<file path="config.mk">
export PLATFORM = sky130hd
export DESIGN_NAME = tdm_demux16
export DESIGN_NICKNAME = d
export VERILOG_FILES = /design/src/rtl/tdm_pkg.sv /design/src/rtl/tdm_chan_counter.sv /design/src/rtl/tdm_demux16.sv
export SDC_FILE = /design/constraint.sdc
export NUM_CORES = 1
export LEC_CHECK = 0
export BUFFER_PORTS_ARGS = -buffer_cell sky130_fd_sc_hd__clkbuf_2
export CAP_MARGIN = 20
export CORE_MARGIN = 2
export CORE_UTILIZATION = 54
export CTS_CLUSTER_SIZE = 30
export DETAILED_ROUTE_END_ITERATION = 6
export GPL_TIMING_DRIVEN = 0
export PLACE_DENSITY = 0.77
export SLEW_MARGIN = 0
export SYNTH_ARGS = -nofsm -noshare
export SYNTH_HDL_FRONTEND = slang
export SYNTH_HIERARCHICAL = 1
export SYNTH_SLANG_ARGS = --single-unit
export TNS_END_PERCENT = 20
</file>
<file path="constraint.sdc">
create_clock -name clk -period 1.8 [get_ports clk]
set_clock_uncertainty 0.1 [all_clocks]
set_input_delay 0.18 -clock clk [delete_from_list [all_inputs] [get_ports clk]]
set_output_delay 0.18 -clock clk [all_outputs]
set_load 0.05 [all_outputs]
</file>
<file path="src/rtl/tdm_pkg.sv">
// Shared definitions for the 16-channel TDM link.
// The transmit-side scanner and the receive-side demux both import this package.
package tdm_pkg;

  localparam int N_CH    = 16;
  localparam int SEL_W   = $clog2(N_CH);
  // Channel index that the frame-sync marker tags.
  localparam int SYNC_CH = 0;

  typedef enum logic {
    IDLE = 1'b0,
    RUN  = 1'b1
  } state_e;

endpackage : tdm_pkg

</file>
<file path="src/rtl/tdm_chan_counter.sv">
// Slot counter for the TDM receiver. It wraps modulo N_CH. load1_i restarts it
// at the slot after the sync channel. last_o flags the final slot of a frame.
module tdm_chan_counter
  import tdm_pkg::*;
(
  input  logic             clk,
  input  logic             rst_n,
  input  logic             en_i,
  input  logic             load1_i,
  output logic [SEL_W-1:0] count_o,
  output logic             last_o
);

  logic [SEL_W-1:0] count_q;
  logic [SEL_W-1:0] count_d;

  // Next count: restart has priority over increment; wrap after the last slot.
  always_comb begin
    // NOTE: assign every combinational output a default first so no path leaves it unassigned (no latch).
    count_d = count_q;
    if (load1_i) begin
      count_d = SEL_W'(SYNC_CH + 1);
    end else if (en_i) begin
      count_d = last_o ? '0 : count_q + 1'b1;
    end
  end

  // Count register.
  always_ff @(posedge clk or negedge rst_n) begin
    // NOTE: non-blocking (<=) in clocked blocks so every flop samples pre-edge values.
    if (!rst_n) count_q <= '0;
    else        count_q <= count_d;
  end

  assign count_o = count_q;
  assign last_o  = (count_q == SEL_W'(N_CH - 1));

endmodule : tdm_chan_counter

</file>
<file path="src/rtl/tdm_demux16.sv">
// Receive end of the 16-channel TDM link. Serial slots are de-serialised into
// a shadow register, keyed by sync on channel 0. Each complete word is published
// to dout in one step, with a one-cycle frame_valid strobe.
module tdm_demux16
  import tdm_pkg::*;
(
  input  logic             clk,
  input  logic             rst_n,
  input  logic             din,
  input  logic             din_valid,
  input  logic             sync,
  output logic [N_CH-1:0]  dout,
  output logic             frame_valid,
  output logic [SEL_W-1:0] ch_idx,
  output logic             locked,
  output logic             sync_err
);

  state_e            state_q, state_d;
  logic [N_CH-1:0]   shadow_q, shadow_d;
  logic [N_CH-1:0]   dout_q, dout_d;
  logic              fv_q, fv_d;
  logic              serr_q, serr_d;
  logic              cnt_en, cnt_load1;
  logic [SEL_W-1:0]  cnt;
  logic              cnt_last;
  logic              sync_acc;

  // sync only counts on a cycle that actually carries a slot.
  assign sync_acc = din_valid & sync;

  tdm_chan_counter u_cnt (
    .clk     (clk),
    .rst_n   (rst_n),
    .en_i    (cnt_en),
    .load1_i (cnt_load1),
    .count_o (cnt),
    .last_o  (cnt_last)
  );

  // Frame FSM: decide the next state, shadow/output updates and the counter controls.
  always_comb begin
    state_d   = state_q;
    shadow_d  = shadow_q;
    dout_d    = dout_q;
    fv_d      = 1'b0;
    serr_d    = 1'b0;
    cnt_en    = 1'b0;
    cnt_load1 = 1'b0;
    case (state_q)
      IDLE: begin
        // Slots seen before the first sync are discarded.
        if (sync_acc) begin
          shadow_d          = '0;
          shadow_d[SYNC_CH] = din;
          cnt_load1         = 1'b1;
          state_d           = RUN;
        end
      end
      RUN: begin
        if (sync_acc) begin
          // A sync anywhere but channel 0 means the partial frame is lost. Restart it.
          serr_d            = (cnt != SEL_W'(SYNC_CH));
          shadow_d          = '0;
          shadow_d[SYNC_CH] = din;
          cnt_load1         = 1'b1;
        end else if (din_valid) begin
          shadow_d[cnt] = din;
          cnt_en        = 1'b1;
          if (cnt_last) begin
            dout_d = {din, shadow_q[N_CH-2:0]};
            fv_d   = 1'b1;
          end
        end
      end
      default: state_d = IDLE;
    endcase
  end

  // State, shadow and output registers.
  always_ff @(posedge clk or negedge rst_n) begin
    if (!rst_n) begin
      state_q  <= IDLE;
      // NOTE: the shadow word is reset too, so a frame never carries stale bits out of reset.
      shadow_q <= '0;
      dout_q   <= '0;
      fv_q     <= 1'b0;
      serr_q   <= 1'b0;
    end else begin
      state_q  <= state_d;
      shadow_q <= shadow_d;
      dout_q   <= dout_d;
      fv_q     <= fv_d;
      serr_q   <= serr_d;
    end
  end

  assign dout        = dout_q;
  assign frame_valid = fv_q;
  assign ch_idx      = cnt;
  assign locked      = (state_q == RUN);
  assign sync_err    = serr_q;

endmodule : tdm_demux16
</file>
==> results of run 1 <==
-- flip-flops by register name, summed over array words and instances (netlist names) --
register / cells
sync_err: 1
u_cnt/count_o: 4
frame_valid: 1
locked: 1
dout: 16
shadow_q: 15
-- worst min path at each step --
stage	start	to	slack, ps	depth (start not counted)
global route	din	dout[15]	20	2
finish	din	dout[15]	20	2
detailed placement	rst_n	frame_valid	250	1
global placement	rst_n	frame_valid	230	1
CTS	din	dout[15]	30	2
floorplan	rst_n	dout[0]	-220	0
-- report_power, final --
part	leakage (nW)	total [mW]	internal, mW	switching (mW)
Combinational	0.448	0.309	0.110	0.198
Clock	0.0353	0.456	0.189	0.266
Sequential	0.513	0.932	0.889	0.0422
-- final cells by class --
cell class                      count  area (µm²)  area share [%]
Inverter                            3        11.3           0.581
Timing Repair Buffer               32         175            9.03
Buffer                              5        37.5            1.94
Clock inverter                      1        5.00           0.258
Tap cell                           33        41.3            2.13
Clock buffer                        7        55.1            2.84
Sequential cell                    38         955            49.2
Multi-Input combinational cell     82         659            34.0
-- placed cells by master, fill, tap and decap left out, drive strengths merged --
| cell | netlist | layout |
|---|---|---|
| a21oi | 5 | 5 |
| a32o | 14 | 14 |
| and2 | 1 | 1 |
| and3 | 1 | 1 |
| and3b | 1 | 1 |
| and4 | 1 | 1 |
| and4b | 2 | 2 |
| and4bb | 1 | 1 |
| buf | 3 | 7 |
| clkbuf | 2 | 36 |
| clkinv | 0 | 1 |
| dfrtp | 38 | 38 |
| dlygate4sd3 | 0 | 1 |
| ha | 1 | 1 |
| inv | 3 | 3 |
| mux2 | 17 | 17 |
| mux2i | 1 | 1 |
| nand2 | 21 | 21 |
| nand2b | 1 | 1 |
| nand4b | 1 | 1 |
| nor2 | 5 | 5 |
| nor2b | 2 | 2 |
| nor3 | 1 | 1 |
| nor3b | 2 | 2 |
| o21ai | 1 | 1 |
| o31ai | 1 | 1 |
| or3 | 1 | 1 |
| xor2 | 1 | 1 |
-- metal layers --
layer / global-route usage, % / vias to the layer above / wire length (µm)
li1: - / 546 / -
met1: 26.7 / 588 / 1390
met2: 30.8 / 38 / 1580
met3: 6.11 / 6 / 171
met4: 8.44 / 0 / 48
met5: 0 / - / 0
-- cells by family after synthesis --
| logic type | count (synthesis) | synth area share [%] |
|---|---|---|
| flip-flops | 38 | 57.4 |
| buffers and inverters | 8 | 2.72 |
| multiplexers | 18 | 14.2 |
| AND/OR/NAND/NOR | 41 | 13.6 |
| XOR/XNOR | 1 | 0.529 |
| adder cells (fa/ha/maj) | 1 | 0.756 |
| AO/OA/AOI/OAI | 21 | 10.7 |
-- through the flow --
| stage | instance area (µm²) | hold WS, ps |
|---|---|---|
| floorplan | 1660 | -216 |
| global route | 1940 | 15.8 |
| detailed placement | 1840 | 249 |
| CTS | 1910 | 26.1 |
| finish | 1940 | 22.0 |
| global placement | 1840 | 228 |
-- worst max-delay path: cells and delay by family (launching register included) --
kind	cells	cell delay [ps]
simple gates	2	350
buf+inv	1	180
mux	1	310
fa+ha+maj	1	230
flops	1	450
-- what timing repair did --
item,4_1_cts,5_1_grt
resized for setup,0,1
hold buffers,1,0
buffers inserted,0,4
hold endpoints to repair,38,0
setup endpoints to repair,0,9
-- Yosys cell counts, drive strengths merged --
cell type / instances
nor2: 5
nor2b: 2
o31ai: 1
nand4b: 1
buf: 3
and3b: 1
ha: 1
nand2b: 1
or3: 1
a21oi: 5
mux2: 17
and4bb: 1
clkbuf: 2
a32o: 14
dfrtp: 38
nand2: 21
and4: 1
and3: 1
and4b: 2
nor3: 1
o21ai: 1
and2: 1
inv: 3
xor2: 1
mux2i: 1
nor3b: 2
==> results.toml, run 1 <==
[cts]
clk_path_buf_depth = 2
cts_root_buf = "clkbuf_4"
cts_sinks = 38
clock_latency_ps = 340
cts_tree = "done"
path_clk_slew_ps = 110
h-tree-depth = 2
cts_buffers = 5

[grt]
grt_overflow = 0
grt_pass1_vias = 1094
grt_pass1_wl_mm = 5.16
antenna_found_initial = 0
grt_max_degree = 39
grt_util_all_layers_pct = 20.1

[sta]
fin_tns_setup_ps = 0
tightest_slew_ps = 911
slew_violations = 0
finalSetupViolCount = 0
relSlewSlack_pct = 39.3
hold_violations = 0
fin_ws_ps = 62.0
period_share_pct = 96.6
final.min_clock_period_ps = 1740
max_freq_mhz = 575
rsz0062_at_grt = "false"

[detailed_routing]
wl_per_cell_um = 15.9
avgViaCountPerCell = 5.86
num_vias = 1178
drtIter0Drc = 47
first_pass_iters = 4
drtAntennaViolNets = 0
drc = 0
drt-total-wl_mm = 3.19

[job]
drv_cap = 0

[critical_path]
worstPathMaxFanout = 10
endpoint = "dout[11]"
critPathLaunch = "u_cnt/count_o[0]"
cp_slowest_cell = "dfrtp_2"
worstSetupPathType = "flip-flop to flip-flop"
slowest_delay_ps = 450
cp.required_ps = 1920
path_cells = "ha_1, and3_1, nand2_4, buf_8, mux2_4"
rrSetupSlack_ps = 60
crit_arrival_ps = 1860
r2r_cells = 5
cp-start-kind = "flip-flop"
endpoint_kind = "flip-flop"
r2r_end = "dout[11]"
timing.rr.start = "u_cnt/count_o[0]"

[synth]
syn_avg_cell_area_um2 = 12.9
synthCells = 128
synth_top_area_cell = "dfrtp_1"
synth_seq_cells = 38
ys_top_cells_by_area = "dfrtp_1 (57%), a32o_1 (8.5%), mux2_4 (8.2%)"
yosys.area.top_type_share_pct = 57.4
synth_cell_types = 29
synth.net_count = 134
ys_warn_count = 6
syn-cell-area_um2 = 1660
synth_seq_area_share_pct = 57.4

[floorplan]
start_util_pct = 55.6
die_area_um2 = 3520
ios = 28
fp.dieH_um = 59.4
dieWidth_um = 59.4
rows = 20
core_area_um2 = 2980

[final_layout]
utilization_pct = 65.1
diodes = 0
syn_to_final_growth_pct = 17.2
fillers = 237
drive_gt1_share_pct = 38.1
final_cell_count_no_fill = 201
nets = 173

[min_path]
holdCritPathClass = "input pin to flip-flop"

[placement]
portBuffers = 27
placed_cells_incl_taps = 188
place_hpwl_mm = 2.19
gp_congestion = 0.738
dp_slack_ps = 51.5

[power]
power.leakage_nw = 0.997
p_total_mw = 1.70
irDropWorstVdd_mv = 0.503
p_per_area_nw_per_um2 = 874

[run_status]
outcome = "complete, no violations"
(Power assumes the default switching activity.)
==> run 2, diff against run 1 <==
PLACE_DENSITY = 0.75   (was 0.77)
==> run 2 against run 1 <==
Net effect: count of clock-buffer cells in the layout unchanged; register-to-register slack barely moved; flip-flop and latch count unchanged; worst setup slack worse by 4.5 ps; die area did not move; maximum frequency shrank 0.26%; final area increased by 2.3%; non-clock buffer count increased by 6; first-iteration DRC count down 60%; critical path depth unchanged; wire length down 3.3%; critical endpoint is now dout[7]; highest routed layer unchanged.
==> results.toml, run 2 (same netlist as run 1, synthesis figures left out) <==
[detailed_routing]
drtAntennaViolNets = 0
avgViaCountPerCell = 5.62
drtIter0Drc = 19
wl_per_cell_um = 14.9
drt-total-wl_mm = 3.09
first_pass_iters = 4
num_vias = 1164
drc = 0

[final_layout]
nets = 179
regArea_um2 = 955
final_cell_count_no_fill = 207
final_cell_mix = "dfrtp_1 (35), clkbuf_2 (27), nand2_1 (20)"
diodes = 0
largest_reg_flops = 16
syn_to_final_growth_pct = 19.9
multi_input_area_um2 = 659
fillers = 227
drive_gt1_share_pct = 40.2
final_common_cell = "dfrtp_1"

[cts]
cts_buffers = 5
h-tree-depth = 2
path_clk_slew_ps = 110
clock_latency_ps = 340
clk_path_buf_depth = 2
cts_root_buf = "clkbuf_4"
cts_sinks = 38
cts_tree = "done"

[floorplan]
fp.dieH_um = 59.4
rows = 20
start_util_pct = 55.6
die_area_um2 = 3520
ios = 28
core_area_um2 = 2980
dieWidth_um = 59.4

[grt]
antenna_found_initial = 0
grt_overflow = 0
grt_max_degree = 39
grt_pass1_wl_mm = 4.93
grt_util_all_layers_pct = 19.2
grt_pass1_vias = 1075

[sta]
fin_tns_setup_ps = 0
tightest_slew_ps = 901
final.min_clock_period_ps = 1740
slew_violations = 0
hold_violations = 0
max_freq_mhz = 574
rsz0062_at_grt = "false"
finalSetupViolCount = 0
period_share_pct = 96.8
relSlewSlack_pct = 39.9

[critical_path]
cp.required_ps = 1920
cp-start-kind = "flip-flop"
endpoint_kind = "flip-flop"
crit_arrival_ps = 1870
worstPathMaxFanout = 10
worstSetupPathType = "flip-flop to flip-flop"

[power]
seqPwrFrac_pct = 55.2
p_comb_share_pct = 18.0
swShare_pct = 29.5
p_switching_mw = 0.498
power.leakage_nw = 1.02
p_int_mw = 1.19
irDropWorstVdd_mv = 0.532
p_per_area_nw_per_um2 = 850
p_clk_share_pct = 26.9

[placement]
gp_congestion = 0.774
portBuffers = 27
placed_cells_incl_taps = 188
place_hpwl_mm = 2.17

[job]
drv_cap = 0

[min_path]
holdCritPathClass = "input pin to flip-flop"

[run_status]
outcome = "complete, no violations"
==> run 2: cell types whose count changed in the layout (fill, tap and decap cells not counted) <==
| cell | change |
|---|---|
| buf_4 | +6 |
==> run 2: per-layer routing <==
metal / track usage, % / wire length, µm / share of wire (%)
met3: 5.24 / 155 / 5.0
met4: 8.77 / 37 / 1.2
met1: 24.9 / 1360 / 44
met5: 0 / 0 / 0
met2: 30.1 / 1540 / 50
==> run 2: critical path, stage by stage (launching register included) <==
cell	delay, ps
dfrtp_2	470
ha_1	240
and3_1	200
nand2_4	140
buf_8	170
mux2_4	310
==> run 2: cell type report <==
type                       count  share of cell area [%]
buffer                         5                    1.89
clock buffer                   7                    2.77
clock inverter                 1                   0.252
inverter                       3                   0.567
multi-input combinational     82                    33.2
sequential                    38                    48.1
tap                           33                    2.08
timing repair buffer          38                    11.1
==> run 2: final timing paths <==
check	from	endpoint	slack [ps]	cells after the start
worst max-delay path	u_cnt/count_o[0]	dout[7]	60	5
worst min-delay path	din	shadow_q[0]	20	2
worst max register to register	u_cnt/count_o[0]	dout[7]	60	5
worst min register to register	shadow_q[0]	dout[0]	420	1
max in group asynchronous	rst_n	u_cnt/count_o[2]	600	2
min in group asynchronous	rst_n	shadow_q[3]	390	2
==> run 2: what timing repair did <==
action                                 4_1_cts  5_1_grt
gates resized for setup                      0        1
buffers inserted                             0       10
setup endpoints to repair                    0        9
endpoints found under the hold margin       38        0
hold buffers                                 1        0
==> run 2: power groups by stage <==
| stage | combinational [mW] | clock, mW | sequential, mW |
|---|---|---|---|
| global placement | 0.261 | 0 | 0.950 |
| detailed placement | 0.270 | 0 | 0.953 |
| floorplan | 0.134 | 0 | 1.00 |
| CTS | 0.273 | 0.462 | 0.937 |
| finish | 0.303 | 0.453 | 0.930 |
| global route | 0.330 | 0.494 | 0.938 |
==> run 2: stage by stage <==
step           setup WS, ps  area (µm²)  total power, mW  util (%)  hold WS (ps)
2_1_floorplan          4.46        1660             1.14         -          -216
3_3_place_gp           77.5        1840             1.21      61.6           237
3_5_place_dp           38.5        1840             1.22      61.6           252
4_1_cts                5.03        1910             1.67      64.0          14.3
5_1_grt                5.01        1980             1.76      66.6          13.7
6_report               57.5        1980             1.69      66.6          20.7
==> run 3, diff against run 2 <==
CORE_UTILIZATION = 57   (was 54)
CTS_BUF_LIST = sky130_fd_sc_hd__clkbuf_2 sky130_fd_sc_hd__clkbuf_4 sky130_fd_sc_hd__clkbuf_8   (was not set)
PLACE_DENSITY = 0.79   (was 0.75)
clock period = 1.7 ns   (was 1.8 ns; I/O delays follow)
==> run 3 against run 2 <==
Net effect: non-clock buffer count is 8 lower; wire length grew 4.0%; final area decreased by 1.0%; register-to-register slack hardly changed; total power up 7.4%; maximum frequency is 6.2% higher; core utilization up 4.6 points; sequential share of layout area grew 0.75 points; critical path depth is the same; worst hold slack worse by 2.2 ps; first-iteration DRC count up 63%; sequential power increased by 8%; critical path type unchanged; critical endpoint is now dout[8]; largest cell class unchanged.
==> results.toml, run 3 (same netlist as run 1, synthesis figures left out) <==
[min_path]
hold_end = "dout[15]"
hold_depth = 2
min_from = "din"
holdCritPathClass = "input pin to flip-flop"

[detailed_routing]
drt-total-wl_mm = 3.21
drtIter0Drc = 31
drc = 0
wl_per_cell_um = 16.3
num_vias = 1159
first_pass_iters = 4
drtAntennaViolNets = 0
avgViaCountPerCell = 5.88

[cts]
clk_path_buf_depth = 2
path_clk_slew_ps = 110
clock_latency_ps = 350
h-tree-depth = 2
cts_tree = "done"
cts_sinks = 38
cts_buffers = 5
cts_root_buf = "clkbuf_4"

[placement]
dp_slack_ps = 0.244
gp_congestion = 0.804
portBuffers = 27
place_area_um2 = 1860
place_hpwl_mm = 2.28

[final_layout]
utilization_pct = 71.2
fillers = 199
largest_reg_flops = 16
drive_gt1_share_pct = 41.0
syn_to_final_growth_pct = 18.7
post-route-cell-area_um2 = 1960
nets = 171
final_cell_mix = "dfrtp_1 (33), clkbuf_2 (27), nand2_1 (20)"
diodes = 0
final_common_cell = "dfrtp_1"

[sta]
tightest_slew_ps = 909
max_freq_mhz = 610
rsz0062_at_grt = "false"
fin_ws_ps = 59.5
hold_violations = 0
slew_violations = 0
final.min_clock_period_ps = 1640
period_share_pct = 96.5
relSlewSlack_pct = 39.4
finalSetupViolCount = 0
fin_tns_setup_ps = 0

[power]
seqPwrFrac_pct = 55.2
p_int_mw = 1.25
irDropWorstVdd_mv = 0.727
p_per_area_nw_per_um2 = 922
power.leakage_nw = 0.973
p_switching_mw = 0.561
p_clk_share_pct = 27.7
p_total_mw = 1.81
swShare_pct = 31.0
p_comb_share_pct = 17.1

[grt]
grt_overflow = 0
grt_pass1_vias = 1144
antenna_found_initial = 0
grt_pass1_wl_mm = 5.42
grt_util_all_layers_pct = 21.7
grt_max_degree = 39

[critical_path]
path_delay_family = "flip-flops"
r2r_cells = 5
cp_slowest_cell = "dfrtp_4"
worstPathMaxFanout = 10
worstSetupPathType = "flip-flop to flip-flop"
endpoint_kind = "flip-flop"
slowest_delay_ps = 530
path_buf_inv = 1
timing.rr.start = "u_cnt/count_o[0]"
rrSetupSlack_ps = 60
cp.required_ps = 1840
r2r_end = "dout[8]"
crit_arrival_ps = 1780
cp-start-kind = "flip-flop"
path_cells = "ha_4, and3_4, nand2_8, buf_12, mux2_4"

[job]
drv_cap = 0

[run_status]
outcome = "complete, no violations"

[floorplan]
rows = 19
core_area_um2 = 2760
die_area_um2 = 3350
fp.dieH_um = 57.9
dieWidth_um = 57.9
start_util_pct = 60.0
ios = 28
-- run 3: changes by cell type in the layout (fill, tap and decap cells not counted), sizes merged --
cell / delta
buf: -8
clkbuf: -1
clkinvlp: +1
-- run 3: stage by stage --
step	cells	hold slack [ps]
after global placement	186	228
after floorplan	128	-226
final	197	18.5
after detailed placement	186	241
after global routing	197	2.18
after CTS	197	3.72
-- run 3: layout make-up --
cell class                      instances  area, µm²  area share (%)
Tap cell                               31       38.8            1.97
Clock buffer                            6       51.3            2.61
Timing Repair Buffer                   30        160            8.15
Clock inverter                          2       12.5           0.637
Inverter                                3       11.3           0.573
Multi-Input combinational cell         82        688            35.0
Sequential cell                        38        960            48.9
Buffer                                  5       42.5            2.17
-- run 3: metal layers --
metal  GRT usage (%)  share of wire [%]  up-vias
met4            5.98               0.84        0
li1                -                  -      548
met3            6.70                4.1        3
met5               0                  0        -
met2            35.4                 51       27
met1            28.4                 44      581
-- run 3: repair_timing --
action / in CTS / in global routing
buffers inserted: 2 / 0
setup endpoints to repair: 10 / 10
gates resized for setup: 0 / 3
hold buffers: 1 / 0
hold endpoints to repair: 38 / 0
-- run 3: power groups by stage --
stage / clock network (mW) / logic [mW] / registers [mW]
floorplan: 0 / 0.147 / 1.07
global placement: 0 / 0.282 / 1.01
detailed placement: 0 / 0.291 / 1.02
CTS: 0.510 / 0.310 / 0.996
global route: 0.545 / 0.335 / 1.01
finish: 0.502 / 0.310 / 1.00
-- run 3: worst register-to-register path, delay by kind of cell, from the launching register on --
| family | cells | cell delay [ps] |
|---|---|---|
| DFF | 1 | 530 |
| and+or+nand+nor | 2 | 280 |
| buffers and inverters | 1 | 150 |
| adders and majority gates | 1 | 170 |
| muxes | 1 | 310 |
-- run 3: how the worst max path moves through the flow --
stage	start	depth (start not counted)	slack, ps	to
finish	u_cnt/count_o[0]	5	60	dout[8]
CTS	u_cnt/count_o[0]	3	20	shadow_q[0]
global route	u_cnt/count_o[0]	5	20	dout[15]
detailed placement	u_cnt/count_o[0]	5	0.2	dout[10]
global placement	u_cnt/count_o[0]	5	20	dout[8]
floorplan	u_cnt/count_o[0]	5	4	dout[10]
